--- src/rtl/correlation_readout_scheduler.sv ---
// Correlation readout scheduler: generates sample and integration strobes and,
// on each integration boundary, snapshots all correlator counts and streams them
// as a framed byte sequence (header, sequence, data, XOR checksum) to a UART.
// Ports:
//   clk, reset             - single clock, synchronous active-high reset
//   enable                 - run/stop for the sample and integration timers
//   count_in               - live counts, correlator k at [k*RESOLUTION +: RESOLUTION]
//   sample_clk_pulse       - one-cycle sample strobe
//   integration_clk_pulse  - one-cycle end-of-integration strobe
//   clear_counts           - accumulator clear, same timing as integration_clk_pulse
//   tx_data/tx_valid/tx_ready - byte stream to the transmitter (valid/ready handshake)
//   overrun                - sticky: an integration period was dropped
module correlation_readout_scheduler #(
  parameter int unsigned NUM_CORRELATORS    = 45,
  parameter int unsigned RESOLUTION         = 20,
  parameter int unsigned INTEGRATION_CYCLES = 50000000,
  parameter int unsigned SAMPLE_CYCLES      = 50
) (
  input  logic                                  clk,
  input  logic                                  reset,
  input  logic                                  enable,
  input  logic [NUM_CORRELATORS*RESOLUTION-1:0] count_in,
  output logic                                  sample_clk_pulse,
  output logic                                  integration_clk_pulse,
  output logic                                  clear_counts,
  output logic [7:0]                            tx_data,
  output logic                                  tx_valid,
  input  logic                                  tx_ready,
  output logic                                  overrun
);

  localparam int unsigned BYTES    = (RESOLUTION + 7) / 8;
  localparam int unsigned PAD_W    = BYTES * 8;
  localparam int unsigned SAMPLE_W = (SAMPLE_CYCLES > 1) ? $clog2(SAMPLE_CYCLES) : 1;
  localparam int unsigned INT_W    = (INTEGRATION_CYCLES > 1) ? $clog2(INTEGRATION_CYCLES) : 1;
  localparam int unsigned CORR_W   = (NUM_CORRELATORS > 1) ? $clog2(NUM_CORRELATORS) : 1;
  localparam int unsigned BYTE_W   = (BYTES > 1) ? $clog2(BYTES) : 1;
  localparam logic [7:0]  HEADER_BYTE = 8'hA5;

  typedef enum logic [2:0] {IDLE, HEADER, SEQ, DATA, CHECKSUM} state_t;

  state_t                                state, state_next;
  logic [SAMPLE_W-1:0]                   sample_timer;
  logic [INT_W-1:0]                      int_timer;
  logic [7:0]                            seq_count, seq_frame, checksum;
  logic [NUM_CORRELATORS*RESOLUTION-1:0] snapshot;
  logic [CORR_W-1:0]                     corr_idx;
  logic [BYTE_W-1:0]                     byte_idx;
  logic                                  overrun_flag;

  logic                  sample_term, int_term, boundary, transfer, capture, last_data;
  logic [RESOLUTION-1:0] word;
  logic [PAD_W-1:0]      padded;
  logic [7:0]            data_byte, frame_byte;

  assign sample_term = (sample_timer == SAMPLE_W'(SAMPLE_CYCLES - 1));
  assign int_term    = (int_timer == INT_W'(INTEGRATION_CYCLES - 1));
  assign boundary    = enable && int_term;
  assign transfer    = (state != IDLE) && tx_ready;
  // A boundary landing on the final checksum transfer is treated as idle.
  assign capture     = boundary && ((state == IDLE) || ((state == CHECKSUM) && transfer));
  assign last_data   = (corr_idx == CORR_W'(NUM_CORRELATORS - 1)) &&
                       (byte_idx == BYTE_W'(BYTES - 1));

  // Select current correlator word, then its byte, most-significant first.
  always_comb begin
    word      = '0;
    data_byte = '0;
    for (int unsigned k = 0; k < NUM_CORRELATORS; k++) begin
      if (corr_idx == CORR_W'(k)) word = snapshot[k*RESOLUTION +: RESOLUTION];
    end
    padded = PAD_W'(word);
    for (int unsigned j = 0; j < BYTES; j++) begin
      if (byte_idx == BYTE_W'(j)) data_byte = padded[(BYTES-1-j)*8 +: 8];
    end
  end

  // Frame byte mux and next-state logic.
  always_comb begin
    state_next = state;
    frame_byte = 8'h00;
    case (state)
      IDLE: begin
        if (capture) state_next = HEADER;
      end
      HEADER: begin
        frame_byte = HEADER_BYTE;
        if (transfer) state_next = SEQ;
      end
      SEQ: begin
        frame_byte = seq_frame;
        if (transfer) state_next = DATA;
      end
      DATA: begin
        frame_byte = data_byte;
        if (transfer && last_data) state_next = CHECKSUM;
      end
      CHECKSUM: begin
        frame_byte = checksum;
        if (transfer) state_next = capture ? HEADER : IDLE;
      end
      default: state_next = IDLE;
    endcase
  end

  // State register.
  always_ff @(posedge clk) begin
    if (reset) state <= IDLE;
    else       state <= state_next;
  end

  // Timers, sequence, snapshot, checksum and byte position.
  always_ff @(posedge clk) begin
    if (reset) begin
      sample_timer <= '0;
      int_timer    <= '0;
      seq_count    <= '0;
      seq_frame    <= '0;
      snapshot     <= '0;
      checksum     <= '0;
      corr_idx     <= '0;
      byte_idx     <= '0;
      overrun_flag <= 1'b0;
    end else begin
      if (enable) begin
        sample_timer <= sample_term ? '0 : sample_timer + SAMPLE_W'(1);
        int_timer    <= int_term ? '0 : int_timer + INT_W'(1);
      end else begin
        sample_timer <= '0;
        int_timer    <= '0;
      end
      if (boundary) seq_count <= seq_count + 8'd1;
      if (boundary && !capture) overrun_flag <= 1'b1;
      if (capture) begin
        snapshot  <= count_in;
        seq_frame <= seq_count;
        checksum  <= '0;
      end else if (transfer) begin
        checksum <= checksum ^ frame_byte;
      end
      if (capture) begin
        corr_idx <= '0;
        byte_idx <= '0;
      end else if ((state == DATA) && transfer) begin
        if (byte_idx == BYTE_W'(BYTES - 1)) begin
          byte_idx <= '0;
          corr_idx <= (corr_idx == CORR_W'(NUM_CORRELATORS - 1)) ? '0 : corr_idx + CORR_W'(1);
        end else begin
          byte_idx <= byte_idx + BYTE_W'(1);
        end
      end
    end
  end

  // Outputs are forced low for as long as reset is held.
  assign sample_clk_pulse      = !reset && enable && sample_term;
  assign integration_clk_pulse = !reset && boundary;
  assign clear_counts          = !reset && boundary;
  assign tx_valid              = !reset && (state != IDLE);
  assign tx_data               = reset ? 8'h00 : frame_byte;
  assign overrun               = !reset && overrun_flag;

endmodule

--- config.mk ---
export PLATFORM = sky130hd
export DESIGN_NAME = correlation_readout_scheduler
export DESIGN_NICKNAME = d
export VERILOG_FILES = /design/src/rtl/correlation_readout_scheduler.sv
export SDC_FILE = /design/constraint.sdc
export NUM_CORES = 2
export LEC_CHECK = 0
export CAP_MARGIN = 0
export CORE_AREA = 3 3 353 355
export CTS_CLUSTER_SIZE = 20
export DETAILED_ROUTE_END_ITERATION = 8
export DIE_AREA = 0 0 356 358
export PLACE_DENSITY = 0.69
export SLEW_MARGIN = 20
export SYNTH_ARGS = -nofsm -noshare
export SYNTH_HDL_FRONTEND = slang
export SYNTH_SLANG_ARGS = --single-unit
--- constraint.sdc ---
create_clock -name clk -period 10.64 [get_ports clk]
set_input_delay 3.192 -clock clk [delete_from_list [all_inputs] [get_ports clk]]
set_output_delay 3.192 -clock clk [all_outputs]
set_load 0.03 [all_outputs]
**Yosys cells after proc, flatten, opt, wreduce, memory -nomap -nowiden**

Cells that the tools add are included.

- Register bits: 968
- Bits of input ports: 904
- Logic and storage cells: 158

- Add/subtract/negate cells: 5
- Eq/ne operators: 57
- Mux-type cells: 59
- Bitwise logic cells: 2
- Reductions and logical operators: 25

Operators with widths:

| cell | number |
|---|---|
| $mux W20 | 45 |
| $eq A6 B5 Y1 const B | 16 |
| $eq A6 B6 Y1 const B | 14 |
| $eq A6 B4 Y1 const B | 8 |
| $pmux W8 S4 | 1 |
| $add A26 B1 Y26 const B | 1 |
| $eq A26 B26 Y1 const B | 1 |
| $eq A6 B3 Y1 const B | 4 |
| $mux W8 | 3 |
| $mux W3 | 5 |
| $pmux W3 S5 | 1 |
| $logic_and A1 B1 Y1 | 13 |
| $add A6 B1 Y6 const B | 2 |
| $eq A6 B2 Y1 const B | 2 |
| $ne A2 B2 Y1 const B | 5 |
| $add A8 B1 Y8 const B | 1 |
| $xor A8 B8 Y8 | 1 |
| $eq A3 B2 Y1 const B | 2 |
| $eq A6 B1 Y1 const B | 1 |
| $logic_not A6 Y1 | 1 |
| $mux W6 | 1 |
| $reduce_or A3 Y1 | 2 |
| $reduce_and A5 Y1 | 1 |
| $mux W4 | 1 |
| other kinds (15) | 16 |

**Logic depth before layout (Yosys ltp)**

- Word-level depth: 51
- Mapped depth: 17
- Mapped depth without buffers: 12

**Worst setup path before layout**

OpenSTA, ideal clock, no wires.

- Path kind: input port to output port
- From: in reset
- To: out tx_data[1]
- Data arrival time: 4.392 ns
- Setup slack: 3.056 ns
- Stages on the path: 4
- Path buffers: 2
- Cell sequence: clkbuf_1 nand2b_1 clkbuf_1 nor3b_1

- Word-level cells in the longest chain between the ends: 1

RTL lines:

| element | RTL line | source |
|---|---|---|
| start: declaration | 20 | `input logic reset,` |
| $mux W8 | 160 | `assign tx_data = reset ? 8'h00 : frame_byte;` |
| end: declaration | 26 | `output logic [7:0] tx_data,` |

Every way passes these cells.

**Worst setup path in the final report**

- From: reg corr_idx[0]
- To: out tx_data[2]

- Word-level cells in the longest chain between the ends: 51
- Elaborated cells on any way between the ends: 95
- Classes of those cells: 44 x eq/ne; 50 x mux; 1 x reduce/logical

RTL lines:

| element | RTL line | source |
|---|---|---|
| start: declaration | 47 | `logic [CORR_W-1:0] corr_idx;` |
| start signal: assignment | 147 | `corr_idx <= (corr_idx == CORR_W'(NUM_CORRELATORS - 1)) ? '0 : corr_idx + CORR_W'(1);` |
| $logic_not A6 Y1 | 70 | `if (corr_idx == CORR_W'(k)) word = snapshot[k*RESOLUTION +: RESOLUTION];` |
| $mux W20 (44 in series) | 70 |  |
| $mux W20 (*) | 70 |  |
| $mux W4 | 74 | `if (byte_idx == BYTE_W'(j)) data_byte = padded[(BYTES-1-j)*8 +: 8];` |
| $mux W8 | 74 |  |
| $mux W8 (*) | 74 |  |
| $pmux W8 S4 (*) | 82 | `case (state)` |
| $mux W8 (*) | 160 |  |

Every way passes the cells marked *; elsewhere a longest branch is shown, timed or not.

==> flow_results.xml <==
<?xml version="1.0" encoding="UTF-8"?>
<metrics>
  <group name="run_status">
    <metric name="run_status" unit="">finished, violations left</metric>
    <metric name="violated_checks" unit="">design-rule violations</metric>
  </group>
  <group name="critical_path">
    <metric name="worstPathCellList" unit="">inv_1, ha_4, buf_4, nor2_2, o32ai_1, nor4_1, o21ai_0, o21ai_0, o21ai_0, nor3_1, nand2_1, a21oi_1, clkdlybuf4s50_1</metric>
    <metric name="max_stage_delay" unit="ns">0.93</metric>
    <metric name="path_common_cell" unit="">o21ai_0</metric>
    <metric name="critical_path.slowest_cell" unit="">nor2_2</metric>
    <metric name="r2r-start" unit="">corr_idx[0]</metric>
    <metric name="r2r_setup_slack" unit="ns">5.01</metric>
    <metric name="critical-path-top-delay-family" unit="">simple AND/OR/NAND/NOR gates</metric>
    <metric name="cp.required" unit="ns">7.45</metric>
    <metric name="cp-start-kind" unit="">flop</metric>
    <metric name="critical_path.max_fanout" unit="">43</metric>
    <metric name="timing.critical_path.arrival" unit="ns">7.07</metric>
    <metric name="crit_reg_reg_endpoint" unit="">checksum[2]</metric>
    <metric name="criticalPathCategory" unit="">flop to output pin</metric>
    <metric name="worstRegToRegCells" unit="">13</metric>
    <metric name="timing.critical_path.to_type" unit="">output pin</metric>
    <metric name="worst-path-buf-inv" unit="">3</metric>
  </group>
  <group name="sta">
    <metric name="finalCritPeriodShare" unit="%">96.5</metric>
    <metric name="post-route-min-period" unit="ns">10.26</metric>
    <metric name="relSlewSlack" unit="%">13.7</metric>
    <metric name="clock.fmax" unit="MHz">97.4</metric>
    <metric name="hold_violations" unit="">0</metric>
    <metric name="report.final.setup_viol" unit="">0</metric>
    <metric name="rsz0062_at_grt" unit="">false</metric>
    <metric name="timing.final.max_slew_violations" unit="">0</metric>
    <metric name="worstMarginPinSlew" unit="ns">1.29</metric>
    <metric name="worst_clock_skew" unit="ns">0.0319</metric>
    <metric name="setup-tns-final" unit="ns">0</metric>
  </group>
  <group name="synthesis">
    <metric name="synthesized_net_count" unit="">6790</metric>
    <metric name="synth_top_area_share" unit="%">44.7</metric>
    <metric name="post_synthesis_register_bit_count" unit="">968</metric>
    <metric name="yosysUniqueCellTypes" unit="">101</metric>
    <metric name="netlist_area_before_placement" unit="mm2">0.0433</metric>
    <metric name="cell_type_with_the_largest_total_area_after_synthesis" unit="">dfxtp_1</metric>
    <metric name="synthesis.area_per_instance" unit="um2">7.37</metric>
    <metric name="synthMostInstantiatedCell" unit="">nand2_1</metric>
    <metric name="async_flop_share" unit="%">0</metric>
    <metric name="synth.yosys.warnings" unit="">0</metric>
    <metric name="yosys_most_used_dff" unit="">dfxtp_1</metric>
    <metric name="ys_seq_area_share" unit="%">44.7</metric>
    <metric name="netlist_top_cells_count" unit="">nand2_1, a21oi_1, dfxtp_1</metric>
    <metric name="postSynthCellCount" unit="">5878</metric>
    <metric name="synthTopCellsByArea" unit="">dfxtp_1, nand2_1, a21oi_1</metric>
    <metric name="synth_enable_flop_cells" unit="">0</metric>
  </group>
  <group name="worst_hold_path">
    <metric name="min-delay-path-class" unit="">flop to flop</metric>
    <metric name="hold_path_startpoint" unit="">snapshot[169]</metric>
    <metric name="min_path_cells" unit="">2</metric>
    <metric name="capture_endpoint_of_the_worst_hold_path" unit="">snapshot[169]</metric>
  </group>
  <group name="floorplanning">
    <metric name="initial_core_util" unit="%">35.6</metric>
    <metric name="die_width" unit="um">356</metric>
    <metric name="num_rows" unit="">128</metric>
    <metric name="die_area" unit="mm2">0.127</metric>
    <metric name="io_pins" unit="">917</metric>
    <metric name="core_region" unit="mm2">0.122</metric>
    <metric name="chipHeight" unit="um">358</metric>
  </group>
  <group name="route">
    <metric name="routed_via_density" unit="">5.84</metric>
    <metric name="drt_first_pass_iters" unit="">9</metric>
    <metric name="ant_nets" unit="">0</metric>
    <metric name="count_of_vias_placed_by_the_detailed_router" unit="">48100</metric>
    <metric name="detail_route.iter0.violations" unit="">6038</metric>
    <metric name="route.detailed.drc" unit="">1</metric>
    <metric name="wl_per_cell" unit="um">30.6</metric>
    <metric name="postRouteWirelength" unit="um">252000</metric>
  </group>
  <group name="clock_network">
    <metric name="clock_sinks" unit="">968</metric>
    <metric name="cts.reportedPaths.clkPinSlew" unit="ns">0.06</metric>
    <metric name="cts-root-buf" unit="">clkbuf_16</metric>
    <metric name="hold_buffers" unit="">0</metric>
    <metric name="cts_tree" unit="">done</metric>
    <metric name="cts-buffers-inserted" unit="">101</metric>
    <metric name="postCtsSetupRepairBufs" unit="">0</metric>
    <metric name="htreeDepth" unit="">3</metric>
    <metric name="post_cts.resized_instances" unit="">0</metric>
    <metric name="worstSkewPairLatency" unit="ns">0.72</metric>
    <metric name="ctsLongestPathBuffers" unit="">3</metric>
  </group>
  <group name="layout">
    <metric name="areaGrowthSynthToFinish" unit="%">31.8</metric>
    <metric name="nets" unit="">7424</metric>
    <metric name="share_of_final_layout_standard_cells_stronger_than_drive_strength_1" unit="%">5.15</metric>
    <metric name="fillerInstances" unit="">12200</metric>
  </group>
  <group name="run">
    <metric name="drv_cap" unit="">0</metric>
  </group>
  <group name="global_routing">
    <metric name="grtUsageTotal" unit="%">37.6</metric>
    <metric name="largest_net_degree_at_the_start_of_global_routing" unit="">240</metric>
    <metric name="first_global_vias" unit="">45600</metric>
    <metric name="grt_antenna_before_repair" unit="">17</metric>
    <metric name="grt_overflow_total" unit="">0</metric>
    <metric name="grt_first_pass_wirelength" unit="um">343000</metric>
  </group>
  <group name="place">
    <metric name="port-buffer-count" unit="">916</metric>
    <metric name="dp_hpwl" unit="um">199000</metric>
    <metric name="globalplace.congestion" unit="">1.03</metric>
  </group>
  <group name="power_and_ir_drop">
    <metric name="power_density" unit="mW/mm2">137</metric>
    <metric name="p_leak" unit="nW">18.8</metric>
    <metric name="max-vdd-ir-drop" unit="V">0.000136</metric>
    <metric name="report.power.total" unit="mW">7.82</metric>
  </group>
</metrics>
-- power breakdown --
group | switching (mW) | internal [mW] | total, mW
sequential | 0.000702 | 3.62 | 3.62
clock | 1.59 | 2.17 | 3.76
combinational | 0.136 | 0.297 | 0.433
total | 1.73 | 6.09 | 7.82
-- placed cells by master, fill, tap and decap left out, types with 47 or more instances in the layout --
| master | Yosys | final |
|---|---|---|
| nand2_1 | 2022 | 2022 |
| a21oi_1 | 1027 | 1027 |
| dfxtp_1 | 968 | 964 |
| clkdlybuf4s50_1 | 0 | 915 |
| nor2_1 | 239 | 238 |
| o21ai_0 | 115 | 115 |
| clkbuf_16 | 0 | 101 |
| nand3_1 | 82 | 81 |
| buf_4 | 5 | 74 |
| a221oi_1 | 71 | 71 |
| nor3_1 | 71 | 71 |
| o22ai_1 | 50 | 50 |
| a211oi_1 | 47 | 47 |
-- flip-flops by register name, indices dropped and copies added, names as in the netlist --
register,count
overrun_flag,1
corr_idx,6
snapshot,900
seq_frame,8
sample_timer,6
byte_idx,2
seq_count,8
checksum,8
int_timer,26
state,3
-- stage by stage --
step	hold WS (ns)	cell area (um2)	util, %	instances	worst slack, ns
final	0.453	57100	46.9	8231	0.377
after global routing	0.467	57100	46.9	8225	0.380
after CTS	0.452	57000	46.9	8221	0.594
after detailed placement	0.444	53400	43.9	8032	1.38
after global placement	0.438	53400	43.9	8032	1.26
after floorplan	0.427	43300	-	5878	3.06
-- logic make-up (layout without fill, tap and decap cells) --
| kind of cell | count (synthesis) | after routing | synth area share, % |
|---|---|---|---|
| adders and majority gates | 8 | 8 | 0.231 |
| other | 0 | 8 | 0 |
| muxes | 7 | 7 | 0.173 |
| and+or+nand+nor | 2680 | 2680 | 25.9 |
| DFF | 968 | 968 | 44.7 |
| xor gates and xnor gates | 44 | 44 | 0.889 |
| AOI/OAI and AO/OA | 1682 | 1682 | 23.4 |
| buffers and inverters | 489 | 1209 | 4.72 |
-- final cells by class --
cell class / count / area [um2] / share of cell area (%)
clock buffer: 143 / 2950 / 5.16
timing repair buffer: 1002 / 9980 / 17.5
clock inverter: 46 / 641 / 1.12
multi-input combinational: 4421 / 22000 / 38.6
tap: 1625 / 2030 / 3.56
inverter: 18 / 67.6 / 0.118
antenna: 8 / 20.0 / 0.0351
sequential: 968 / 19400 / 33.9
-- worst max path at each step --
stage	startpoint	end	slack, ns	cells after the start
floorplan	reset	tx_data[1]	3.06	4
global placement	corr_idx[0]	tx_data[3]	1.26	13
detailed placement	corr_idx[0]	tx_data[2]	1.38	13
CTS	corr_idx[0]	tx_data[2]	0.59	13
global route	corr_idx[0]	tx_data[2]	0.38	13
finish	corr_idx[0]	tx_data[2]	0.38	13
-- routing by layer --
layer / vias up / part of all wire (%) / global-route usage, %
li1: 21600 / - / -
met1: 23500 / 41 / 48.4
met2: 2484 / 46 / 60.6
met3: 506 / 8.3 / 7.74
met4: 8 / 5.2 / 17.1
met5: - / 0.023 / 0
-- worst min-delay path: stages (launching register included) --
cell	delay [ns]
dfxtp_1	0.31
nand2_1	0.05
a21oi_1	0.05
Power figures use the tool's default switching activity.
